===== src/rtl/apb_mux_wd_pkg.sv =====
// Shared types for the APB slave mux: FSM state encoding and the slave-index width helper.
package apb_mux_wd_pkg;

  typedef enum logic [1:0] {
    IDLE    = 2'd0,
    ACC_SLV = 2'd1,
    ACC_DEF = 2'd2
  } state_e;

  // Width of a slave index; a single-slave mux still carries a 1-bit index.
  function automatic int idx_width(input int n);
    return (n > 1) ? $clog2(n) : 1;
  endfunction

endpackage


===== src/rtl/apb_mux_wd_decode.sv =====
// Address-window priority decoder: the lowest-numbered matching slave wins.
module apb_mux_wd_decode
  import apb_mux_wd_pkg::*;
#(
  parameter int PADDR_SIZE = 32,
  parameter int SLAVES     = 8,
  parameter int IDX_W      = idx_width(SLAVES)
) (
  input  logic [PADDR_SIZE-1:0] paddr,
  input  logic [PADDR_SIZE-1:0] slv_addr [SLAVES],
  input  logic [PADDR_SIZE-1:0] slv_mask [SLAVES],
  output logic                  hit,
  output logic [IDX_W-1:0]      index
);

  // Scanning downwards lets a lower-index match overwrite a higher one.
  always_comb begin
    hit   = 1'b0;
    index = '0;
    for (int s = SLAVES - 1; s >= 0; s--) begin
      if ((paddr & slv_mask[s]) == (slv_addr[s] & slv_mask[s])) begin
        hit   = 1'b1;
        index = IDX_W'(s);
      end
    end
  end

endmodule


===== src/rtl/apb_mux_wd.sv =====
// APB one-master-to-N-slave mux with default error slave and optional access watchdog.
// Define APB_MUX_WD_TIMEOUT_EN to enable the watchdog that aborts stalled slave accesses.
module apb_mux_wd
  import apb_mux_wd_pkg::*;
#(
  parameter int PADDR_SIZE = 32,
  parameter int PDATA_SIZE = 32,
  parameter int SLAVES     = 8,
  parameter int TIMEOUT    = 255
) (
  input  logic                  PCLK,
  input  logic                  PRESET,
  input  logic                  MST_PSEL,
  input  logic                  MST_PENABLE,
  input  logic [PADDR_SIZE-1:0] MST_PADDR,
  output logic [PDATA_SIZE-1:0] MST_PRDATA,
  output logic                  MST_PREADY,
  output logic                  MST_PSLVERR,
  input  logic [PADDR_SIZE-1:0] slv_addr [SLAVES],
  input  logic [PADDR_SIZE-1:0] slv_mask [SLAVES],
  output logic [SLAVES-1:0]     SLV_PSEL,
  input  logic [PDATA_SIZE-1:0] SLV_PRDATA [SLAVES],
  input  logic [SLAVES-1:0]     SLV_PREADY,
  input  logic [SLAVES-1:0]     SLV_PSLVERR,
  output logic                  err_unmapped,
  output logic                  err_timeout
);

  localparam int IDX_W = idx_width(SLAVES);

  if (SLAVES < 1 || SLAVES > 64 || TIMEOUT < 1 || TIMEOUT > 65535) begin : g_param_check
    $error("apb_mux_wd: SLAVES or TIMEOUT out of range");
  end

  state_e           state, state_nxt;
  logic [IDX_W-1:0] idx_q;
  logic [IDX_W-1:0] dec_index;
  logic             dec_hit;
  logic             setup;
  logic             sel_ready;
  logic             complete;
  logic             abort;

  apb_mux_wd_decode #(
    .PADDR_SIZE (PADDR_SIZE),
    .SLAVES     (SLAVES),
    .IDX_W      (IDX_W)
  ) u_decode (
    .paddr    (MST_PADDR),
    .slv_addr (slv_addr),
    .slv_mask (slv_mask),
    .hit      (dec_hit),
    .index    (dec_index)
  );

  assign setup     = MST_PSEL & ~MST_PENABLE;
  assign sel_ready = SLV_PREADY[idx_q];
  assign complete  = (state == ACC_SLV) & MST_PSEL & MST_PENABLE & sel_ready;

`ifdef APB_MUX_WD_TIMEOUT_EN
  localparam int WD_W = $clog2(TIMEOUT + 1);

  logic [WD_W-1:0] wd;

  // Abort fires in the stalled cycle that would bring the count up to TIMEOUT.
  assign abort = (state == ACC_SLV) & MST_PSEL & MST_PENABLE & ~sel_ready &
                 (wd == WD_W'(TIMEOUT - 1));

  always_ff @(posedge PCLK or posedge PRESET) begin
    if (PRESET) begin
      wd <= '0;
    end else if (state != ACC_SLV || state_nxt == IDLE) begin
      wd <= '0;
    end else if (MST_PENABLE && !sel_ready) begin
      wd <= wd + 1'b1;
    end
  end

  assign err_timeout = abort & ~PRESET;
`else
  assign abort       = 1'b0;
  assign err_timeout = 1'b0;
`endif

  always_comb begin
    state_nxt = state;
    case (state)
      IDLE:    if (setup) state_nxt = dec_hit ? ACC_SLV : ACC_DEF;
      ACC_SLV: if (!MST_PSEL || complete || abort) state_nxt = IDLE;
      ACC_DEF: if (!MST_PSEL || MST_PENABLE) state_nxt = IDLE;
      default: state_nxt = IDLE;
    endcase
  end

  always_ff @(posedge PCLK or posedge PRESET) begin
    if (PRESET) begin
      state <= IDLE;
      idx_q <= '0;
    end else begin
      state <= state_nxt;
      if (state == IDLE && setup) idx_q <= dec_index;
    end
  end

  // Outputs are purely combinational so completions add no wait state; reset masks them all.
  always_comb begin
    SLV_PSEL     = '0;
    MST_PREADY   = 1'b0;
    MST_PSLVERR  = 1'b0;
    MST_PRDATA   = '0;
    err_unmapped = 1'b0;
    if (!PRESET) begin
      case (state)
        IDLE: begin
          if (MST_PSEL && dec_hit) SLV_PSEL[dec_index] = 1'b1;
        end
        ACC_SLV: begin
          if (MST_PSEL && !abort) SLV_PSEL[idx_q] = 1'b1;
          if (complete) begin
            MST_PREADY  = 1'b1;
            MST_PSLVERR = SLV_PSLVERR[idx_q];
            MST_PRDATA  = SLV_PRDATA[idx_q];
          end else if (abort) begin
            MST_PREADY  = 1'b1;
            MST_PSLVERR = 1'b1;
          end
        end
        ACC_DEF: begin
          if (MST_PSEL && MST_PENABLE) begin
            MST_PREADY   = 1'b1;
            MST_PSLVERR  = 1'b1;
            err_unmapped = 1'b1;
          end
        end
        default: ;
      endcase
    end
  end

endmodule


===== config.mk =====
export PLATFORM = sky130hd
export DESIGN_NAME = apb_mux_wd
export DESIGN_NICKNAME = d
export VERILOG_FILES = /design/src/rtl/apb_mux_wd_pkg.sv /design/src/rtl/apb_mux_wd_decode.sv /design/src/rtl/apb_mux_wd.sv
export SDC_FILE = /design/constraint.sdc
export NUM_CORES = 1
export LEC_CHECK = 0
export ABC_AREA = 1
export CORE_AREA = 2 2 335 337
export DETAILED_ROUTE_END_ITERATION = 12
export DIE_AREA = 0 0 337 339
export SLEW_MARGIN = 0
export SYNTH_ARGS = -nofsm -noshare
export SYNTH_HDL_FRONTEND = slang
export SYNTH_SLANG_ARGS = --single-unit

===== constraint.sdc =====
create_clock -name PCLK -period 4.7 [get_ports PCLK]
set_input_delay 0.94 -clock PCLK [delete_from_list [all_inputs] [get_ports PCLK]]
set_output_delay 0.94 -clock PCLK [all_outputs]
set_load 0.005 [all_outputs]

==> results of run 1 <==
==> registers in the layout, summed over array words and instances (netlist names) <==
register,count
idx_q,3
state,2
==> cells in the final DEF (no fill, tap or decap), drive strengths merged <==
master         instances
clkinvlp               1
diode                 13
nand3                242
a32o                   1
nand4                 10
o21ai                100
o21bai                29
nor2                 184
or2                  133
dlymetal6s2s           7
o32a                  29
o22ai                 65
nand3b                26
o31ai                  1
clkinv                 1
and3                   1
clkbuf                 4
o21a                   1
a221oi                 1
ha                     3
o211a                  3
nand2                493
a21oi                 13
nor3                  38
dlygate4sd2            2
o2111ai                1
buf                  145
clkdlybuf4s50        842
inv                  134
dfrtp                  5
conb                   1
==> power groups by stage <==
stage / clock network [uW] / registers (uW) / logic [uW]
detailed placement: 0 / 61.8 / 2190
CTS: 143 / 61.7 / 2200
global route: 147 / 63.3 / 2380
finish: 139 / 62.2 / 2190
floorplan: 0 / 58.9 / 891
global placement: 0 / 61.5 / 2170
==> metal layers <==
layer / global-route usage, % / part of all wire [%]
met1: 19.44 / 43
met2: 25.01 / 44
met3: 6.201 / 11
met4: 1.349 / 1.3
met5: 0 / 0.40
==> through the flow <==
stage | total power, uW | std cells | hold WS [ns]
2_1_floorplan | 950.3 | 1592 | 0.4772
3_3_place_gp | 2230 | 3995 | 0.5151
3_5_place_dp | 2249 | 3995 | 0.5222
4_1_cts | 2409 | 3999 | 0.5333
5_1_grt | 2594 | 4009 | 0.5565
6_report | 2396 | 4017 | 0.5366
==> logic make-up after synthesis <==
| family | count (synthesis) | share of synthesized area (%) |
|---|---|---|
| and+or+nand+nor | 1127 | 65.33 |
| buffers and inverters | 212 | 12.40 |
| AOI/OAI and AO/OA | 244 | 20.13 |
| other | 1 | 0.04838 |
| DFF | 5 | 1.614 |
| adders and majority gates | 3 | 0.4843 |
==> worst paths after layout <==
path                          startpoint           to  slack [ns]  cells after the start
setup reg to reg                idx_q[1]     state[1]        2.50                      8
hold reg to reg                 state[0]     state[0]        0.54                      2
min in group asynchronous         PRESET     idx_q[2]        1.08                      3
max in group asynchronous         PRESET     idx_q[0]        3.50                      3
hold / removal                  state[0]     state[0]        0.54                      2
setup / recovery           MST_PADDR[23]  SLV_PSEL[1]        0.16                     16
==> synthesized netlist by cell type, types with 26 or more instances <==
cell type  number
nand3b_1       26
inv_1         130
nor2_1        181
nand2_1       488
nor3_1         37
o21ai_0        94
o22ai_1        65
nand3_1       242
or2_2          93
o21bai_1       29
clkbuf_1       29
or2_1          38
o32a_1         29
==> critical path, delay by kind of cell <==
family	cells	cell delay, ns
and+or+nand+nor	12	1.75
AOI/OAI and AO/OA	1	0.13
buffers and inverters	3	0.77
==> layout make-up <==
cell class	count	area, um^2
diodes	13	32.53
flip-flops and latches	5	126.4
fillers	12794	91060
well taps	1488	1862
multi-input cells	1375	6872
repair buffers	996	9821
clock buffers	4	78.83
inverters	136	514.2
==> repair_timing <==
action,4_1_cts,5_1_grt
endpoints found under the setup margin,8,8
buffers inserted,0,5
gates resized for setup,27,55
hold buffers,0,0
pin swaps,3,13
==> impl_metrics.toml, run 1 <==
[pwr]
ir_worst_vdd_mv = 0.2064
leakagePower_uw = 0.007940
p_int_uw = 1321
p_clk_share_pct = 5.8
pwr-share-comb_pct = 91.6
p_switching_uw = 1075
pwr_density_cell_nw_per_um2 = 124.1
p_seq_share_pct = 2.6
p_sw_share_pct = 44.86

[timing]
period_needed_ns = 4.538
finalHoldViolations = 0
fmax_mhz = 220.4
worst_slack_ns = 0.1620
tightest_slew_ns = 0.5998
drv_slew = 0
min_period_over_period_pct = 96.55
finalSetupViolations = 0
setup_tns_ns = 0
relSlewSlack_pct = 60.01
fin_worst_skew_ns = 0.0005038

[detailed_routing]
firstDrtPassIters = 4
initialDrtViolationCount = 656
routedWlPerCell_um = 23.09
via_per_inst = 3.615
drc_errors = 0
drt.antenna.violating_nets = 0
drt-total-wl_mm = 92.75
vias = 14521

[worst_hold_path]
hp-class = "reg2reg"

[synthesis]
ys.flop_type = "dfrtp_1"
ys_seq_area_share_pct = 1.614
yosysWarnings = 0
synthCells = 1592
syn-cell-area_um2 = 7751
syn_avg_cell_area_um2 = 4.869
synth_area_leaders = "nand2_1 24%, nand3_1 16%, nor2_1 8.8%"
mappedNetlistNets = 2415
synth_edf_count = 0
ys_types = 37
yosysTopAreaCell = "nand2_1"
ys_async_sr_fraction_pct = 100.0
synth_top_cell_area_share_pct = 23.63
ys_ff_latch = 5

[outcome]
status = "complete, no violations"

[worst_setup_path]
cp_slowest_cell = "clkdlybuf4s50_1"
worst-path-max-fanout = 14
critical_path_required_ns = 3.76
startpoint_type = "primary input"
cp_cell_sequence = "clkdlybuf4s50_1 > buf_12 > or2_1 > nand3_1 > nand2_1 > nor2_1 > nand2_1 > nor2_2 > nand2_2 > nand2_2 > nor2_2 > or2_0 > nor2_4 > nand3_1 > a21oi_2 > buf_4"
path_class = "in2out"
cp_data_arrival_time_ns = 3.60
max_stage_delay_ns = 0.47
critPathCaptureType = "primary output"

[floorplan]
design.core.area_um2 = 110400
io_pins = 864
die_h_um = 339
initial_core_util_pct = 7.023
num_rows = 122
dieArea_um2 = 114200
die_w_um = 337

[global_routing]
grt_pass1_wl_mm = 118.0
track_usage_pct = 15.32
grt_overflow_total = 0
antenna_found_initial = 63
first_global_vias = 13871
grt_max_degree = 67

[clock_tree]
h-tree-depth = 1
cts_tree = "built"
clock_latency_ns = 0.23
clkSinkCount = 5
cts.path.max_buffers = 2
clk_pin_slew_worst_paths_ns = 0.03
cts_buffers = 3
cts_root_buf = "clkbuf_16"

[place]
port_buffers = 862
place_hpwl_mm = 85.46
place_congestion = 0.9481
dpl_worst_slack_ns = -0.2885
placedInstanceArea_um2 = 18910

[cells_and_area]
final_util_pct = 17.49
drive_gt1_share_pct = 12.48
finalNetCount = 3340
area_delta_synth_final_pct = 149.1
final_area_um2 = 19310

[flow_run]
maxCapViolCount = 0
Power figures use the tool's default switching activity.
==> run 2, diff against run 1 <==
- clock period: 4.7 -> 5.7 ns (I/O delays scaled with it)
==> run 2 against run 1 <==
Sequential power fell by 18%. Final area fell by 4.6%. Combinational power fell by 21%. Sequential cell count did not move. Non-clock buffer count fell by 81. First-iteration DRC count rose by 7.2%. Hold slack got worse by 0.0038 ns. Register-to-register slack improved by 0.73 ns. Clock power fell by 15%. Sequential share of layout area barely moved. Clock skew rose by 0.0018 ns. Count of clock-buffer cells in the layout did not move.
==> impl_metrics.toml, run 2 (synthesis results as in run 1) <==
[worst_setup_path]
cp_data_arrival_time_ns = 4.30
critical_path_required_ns = 4.56
critPathCaptureType = "primary output"
path_class = "in2out"
startpoint_type = "primary input"
worst-path-max-fanout = 11

[floorplan]
design.core.area_um2 = 110400
die_w_um = 337
die_h_um = 339
dieArea_um2 = 114200
num_rows = 122
initial_core_util_pct = 7.023
io_pins = 864

[clock_tree]
cts_setup_buffers = 0
hold_buffers = 0
cts_root_buf = "clkbuf_16"
clk_pin_slew_worst_paths_ns = 0.03
h-tree-depth = 1
cts_buffers = 3
clock_latency_ns = 0.23
cts.path.max_buffers = 2
cts_tree = "built"
clkSinkCount = 5

[cells_and_area]
multi_input_area_um2 = 6698
largest-register = "idx_q"
top_regs = "idx_q x3, state x2"
largest_reg_flops = 3
mostFrequentLayoutCell = "clkdlybuf4s50_1"
mostFrequentLayoutCells = "845 x clkdlybuf4s50_1, 483 x nand2_1, 242 x nand3_1"
finalNonFillerCells = 3942
seqCellArea_um2 = 126.4
area_delta_synth_final_pct = 137.6
nFillCells = 12826
final_area_um2 = 18420
drive_gt1_share_pct = 7.762
finalNetCount = 3259

[timing]
period_needed_ns = 5.445
drv_slew = 0
finalSetupViolations = 0
hold_slack_ns = 0.5328
fmax_mhz = 183.7
fin_worst_skew_ns = 0.002321
min_period_over_period_pct = 95.52
tightest_slew_ns = 0.8494
relSlewSlack_pct = 43.31
finalHoldViolations = 0
rsz0062_at_grt = "no"

[detailed_routing]
drc_errors = 0
initialDrtViolationCount = 703
routedWlPerCell_um = 23.74
firstDrtPassIters = 5
drt-total-wl_mm = 93.58
drt.antenna.violating_nets = 0
via_per_inst = 3.638
vias = 14341

[place]
place_congestion = 0.9623
place_hpwl_mm = 86.14
dp.cells = 3919
port_buffers = 862
placedInstanceArea_um2 = 18240

[global_routing]
track_usage_pct = 15.50
grt_pass1_wl_mm = 118.7
grt_overflow_total = 0
antenna_found_initial = 74
first_global_vias = 13754
grt_max_degree = 67

[outcome]
status = "complete, no violations"

[pwr]
pwr_density_cell_nw_per_um2 = 103.9
leakagePower_uw = 0.007468
total_power_uw = 1913
ir_worst_vdd_mv = 0.1710

[flow_run]
maxCapViolCount = 0

[worst_hold_path]
hp-class = "reg2reg"
==> run 2: timing repair <==
| item | 4_1_cts | 5_1_grt |
|---|---|---|
| gates resized for setup | 4 | 15 |
| setup endpoints to repair | 8 | 8 |
| gates cloned | 0 | 0 |
==> run 2: cell type report <==
class                           count  share of cell area (%)
Clock buffer                        4                  0.4280
Timing Repair Buffer              915                   49.37
Tap cell                         1488                   10.11
Antenna cell                       19                  0.2582
Multi-Input combinational cell   1375                   36.37
Sequential cell                     5                  0.6862
Inverter                          136                   2.772
==> run 2: layer usage <==
metal | up-vias | GRT usage [%] | part of all wire (%)
li1 | 7002 | - | -
met1 | 6463 | 20.27 | 45
met2 | 690 | 25.10 | 44
met3 | 138 | 5.452 | 9.1
met4 | 48 | 1.590 | 1.4
met5 | - | 0 | 0.33
==> run 2: final timing paths <==
path / from / slack, ns / cells past startpoint / endpoint
max in group asynchronous: PRESET / 3.99 / 2 / idx_q[0]
min reg2reg: state[0] / 0.53 / 2 / state[0]
min: state[0] / 0.53 / 2 / state[0]
max reg2reg: idx_q[1] / 3.23 / 9 / state[0]
min in group asynchronous: PRESET / 1.27 / 2 / state[0]
max: MST_PADDR[1] / 0.26 / 20 / SLV_PSEL[3]
==> run 2: critical path, cell delays in order <==
cell and delay [ns]:
clkdlybuf4s50_1 0.46, buf_4 0.23, inv_1 0.13, nand2_1 0.09, nand3_1 0.30, nand2_1 0.39
nor2_1 0.09, buf_4 0.13, nand2_1 0.05, nor2_1 0.04, nand2_1 0.12, nand2_1 0.07
nand2_1 0.05, nand2_1 0.07, nand2_1 0.07, nand2_1 0.09, nand2_2 0.22, nand3_1 0.13
a21oi_1 0.25, buf_12 0.15
==> run 2: report_power, final <==
group	internal, uW	switching (uW)
Combinational	897	847
Sequential	43.2	7.91
Clock	92.8	24.7
Total	1030	880
==> run 2: stage by stage <==
stage	worst slack [ns]	TNS (ns)	util (%)
2_1_floorplan	2.015	0	-
3_3_place_gp	-0.2490	-1.606	16.53
3_5_place_dp	-0.2081	-1.148	16.53
4_1_cts	0.01001	0	16.61
5_1_grt	0.04338	0	16.66
6_report	0.2554	0	16.69
==> run 3, diff against run 2 <==
- CAP_MARGIN: default -> 5
- CORE_AREA: 2 2 335 337 -> 2 2 341 343
- DIE_AREA: 0 0 337 339 -> 0 0 343 345
- SYNTH_HIERARCHICAL: default -> 1
==> run 3 against run 2 <==
Setup slack got worse by 0.088 ns. Clock power about the same. Final area rose by 0.76%. Wire length down 2.9%. Count of clock-buffer cells in the layout is the same. Area after synthesis is 2.1% lower. Power is 34% lower. Non-clock buffer count increased by 27. Register-to-register slack worse by 0.18 ns. Global-route usage shrank 0.99 points. Sequential power down 16%. Sequential cell count is the same. Largest cell class unchanged.
==> impl_metrics.toml, run 3 <==
[worst_hold_path]
hold_path_startpoint = "state[0]"
hold_end = "state[0]"
min_path_cells = 2
hp-class = "reg2reg"

[pwr]
p_clk_share_pct = 9.2
pwr-share-comb_pct = 87.4
p_seq_share_pct = 3.4
p_int_uw = 797.4
p_sw_share_pct = 36.89
p_switching_uw = 466.2
pwr_density_cell_nw_per_um2 = 68.10
ir_worst_vdd_mv = 0.06520
total_power_uw = 1264
leakagePower_uw = 0.007240

[synthesis]
synthCells = 1545
syn-cell-area_um2 = 7590
synth_edf_count = 0
synth_area_leaders = "nand2_1 24%, nand3_1 14%, nor2_1 8.8%"
syn_avg_cell_area_um2 = 4.912
synthTopCellsByCount = "488 x nand2_1, 205 x nand3_1, 177 x nor2_1"
ys.flop_type = "dfrtp_1"
mappedNetlistNets = 2368
ys_async_sr_fraction_pct = 100.0
yosysTopAreaCell = "nand2_1"
synthMostInstantiatedCell = "nand2_1"
synth_top_cell_area_share_pct = 24.13
ys_seq_area_share_pct = 1.649
ys_ff_latch = 5
ys_types = 43
yosysWarnings = 6

[clock_tree]
clk_pin_slew_worst_paths_ns = 0.03
clock_latency_ns = 0.23
cts.path.max_buffers = 2
h-tree-depth = 1
cts_root_buf = "clkbuf_16"
clkSinkCount = 5
cts_buffers = 3
cts_tree = "built"

[floorplan]
die_h_um = 345
design.core.area_um2 = 115100
die_w_um = 343
initial_core_util_pct = 6.593
num_rows = 125
io_pins = 864
dieArea_um2 = 118300

[cells_and_area]
largest-register = "idx_q"
final_util_pct = 16.12
mostFrequentLayoutCells = "842 x clkdlybuf4s50_1, 482 x nand2_1, 204 x nand3_1"
finalNetCount = 3236
top_regs = "idx_q x3, state x2"
area_delta_synth_final_pct = 144.5
largest_reg_flops = 3
drive_gt1_share_pct = 6.509
mostFrequentLayoutCell = "clkdlybuf4s50_1"

[global_routing]
track_usage_pct = 14.51
gr-usage-met2_pct = 24.40
met3_usage_pct = 4.513
grt_overflow_total = 0
grt_pass1_wl_mm = 116.1
antenna_found_initial = 73
use_met1_pct = 18.04
grt.busiest_layer = "met2"
first_global_vias = 13543
grt_max_degree = 45

[timing]
period_needed_ns = 5.533
tightest_slew_ns = 0.7084
fin_worst_skew_ns = 0.0009227
worst_slack_ns = 0.1675
relSlewSlack_pct = 52.77
fmax_mhz = 180.8
finalSetupViolations = 0
min_period_over_period_pct = 97.06
drv_slew = 0
finalHoldViolations = 0

[place]
place_congestion = 0.9833
port_buffers = 862
dpl_worst_slack_ns = -1.344
place_hpwl_mm = 82.72

[flow_run]
maxCapViolCount = 0

[worst_setup_path]
r2r_start = "idx_q[0]"
worst-r2r-setup-slack_ns = 3.05
critical_path_required_ns = 4.56
r2r-end = "state[1]"
path_class = "in2out"
critPathCaptureType = "primary output"
worst-path-max-fanout = 10
startpoint_type = "primary input"
cp_data_arrival_time_ns = 4.39
rr_worst_depth = 13

[detailed_routing]
drt-total-wl_mm = 90.87
drt.antenna.violating_nets = 0
vias = 14310
initialDrtViolationCount = 921
firstDrtPassIters = 6
drc_errors = 0
routedWlPerCell_um = 22.96
via_per_inst = 3.616

[outcome]
status = "complete, no violations"
[run 3: changes by cell type after synthesis, sizes merged, moves of 17 or more]
cell and change:
inv -47, or2 -98, xor2 +17, nand3b +22, a21oi +88, nand4 +17
o32a -29, clkbuf -25, nand3 -37, buf +28, o22ai -62, o211ai +32
o21bai -29, o21ai +71
[run 3: kinds of logic after synthesis]
| family | after synthesis | share of synthesized area [%] |
|---|---|---|
| and+or+nand+nor | 1017 | 59.68 |
| AOI/OAI and AO/OA | 329 | 23.76 |
| buffers and inverters | 173 | 12.41 |
| xor gates and xnor gates | 17 | 1.962 |
| DFF | 5 | 1.649 |
| adders and majority gates | 3 | 0.4946 |
| other | 1 | 0.04941 |
[run 3: worst max-delay path, cell delays in order]
cell and delay (ns):
clkdlybuf4s50_1 0.50, buf_4 0.22, o21ai_0 0.16, o2bb2ai_1 0.09, nor3_2 0.21, nand2_1 0.19, nor2_4 0.25, nand2_1 0.12
nand2_2 0.09, inv_1 0.08, nand4_1 0.15, buf_12 0.14, nand2_1 0.07, buf_4 0.16, nor3_4 0.21, buf_6 0.14
nand2_1 0.06, a21oi_2 0.18, buf_4 0.13, buf_4 0.09
[run 3: power groups by stage]
| stage | sequential [uW] | clock [uW] | combinational [uW] |
|---|---|---|---|
| floorplan | 42.1 | 0 | 298 |
| global placement | 42.9 | 0 | 1090 |
| detailed placement | 43.3 | 0 | 1090 |
| CTS | 42.9 | 117 | 1110 |
| global route | 43.4 | 120 | 1190 |
| finish | 43.1 | 116 | 1100 |
[run 3: final cells by class]
type,count,area [um^2]
Inverter,94,361.6
Fill cell,13258,96560
Multi-Input combinational cell,1367,6695
Antenna cell,21,52.55
Timing Repair Buffer,942,9331
Clock buffer,4,78.83
Tap cell,1524,1907
Sequential cell,5,128.9
[run 3: how the worst max path moves through the flow]
stage,start,end,slack (ns),cells after the start
2_1_floorplan,MST_PADDR[16],SLV_PSEL[1],1.79,18
3_3_place_gp,MST_PADDR[12],SLV_PSEL[1],-1.45,19
3_5_place_dp,MST_PADDR[12],SLV_PSEL[1],-1.34,19
4_1_cts,MST_PADDR[5],SLV_PSEL[6],0.001,18
5_1_grt,MST_PADDR[5],SLV_PSEL[1],-0.01,17
6_report,MST_PADDR[5],SLV_PSEL[1],0.17,20
[run 3: metal layers]
layer,share of wire (%),vias to the layer above
met4,2.3,40
met2,46,785
li1,-,6963
met1,42,6391
met3,9.5,131
met5,0.28,-
[run 3: through the flow]
stage	instance area, um^2	cells	hold slack, ns	setup TNS, ns
2_1_floorplan	7590	1545	0.4666	0
3_3_place_gp	18180	3929	0.4934	-10.65
3_5_place_dp	18180	3929	0.5068	-10.05
4_1_cts	18430	3935	0.5146	0
5_1_grt	18520	3942	0.5630	-0.01326
6_report	18560	3957	0.5153	0
[run 3: repair_timing]
action	4_1_cts	5_1_grt
pin swaps	3	10
resized for setup	51	24
endpoints found under the setup margin	8	8
endpoints found under the hold margin	0	0
buffers inserted	2	1
hold buffers	0	0
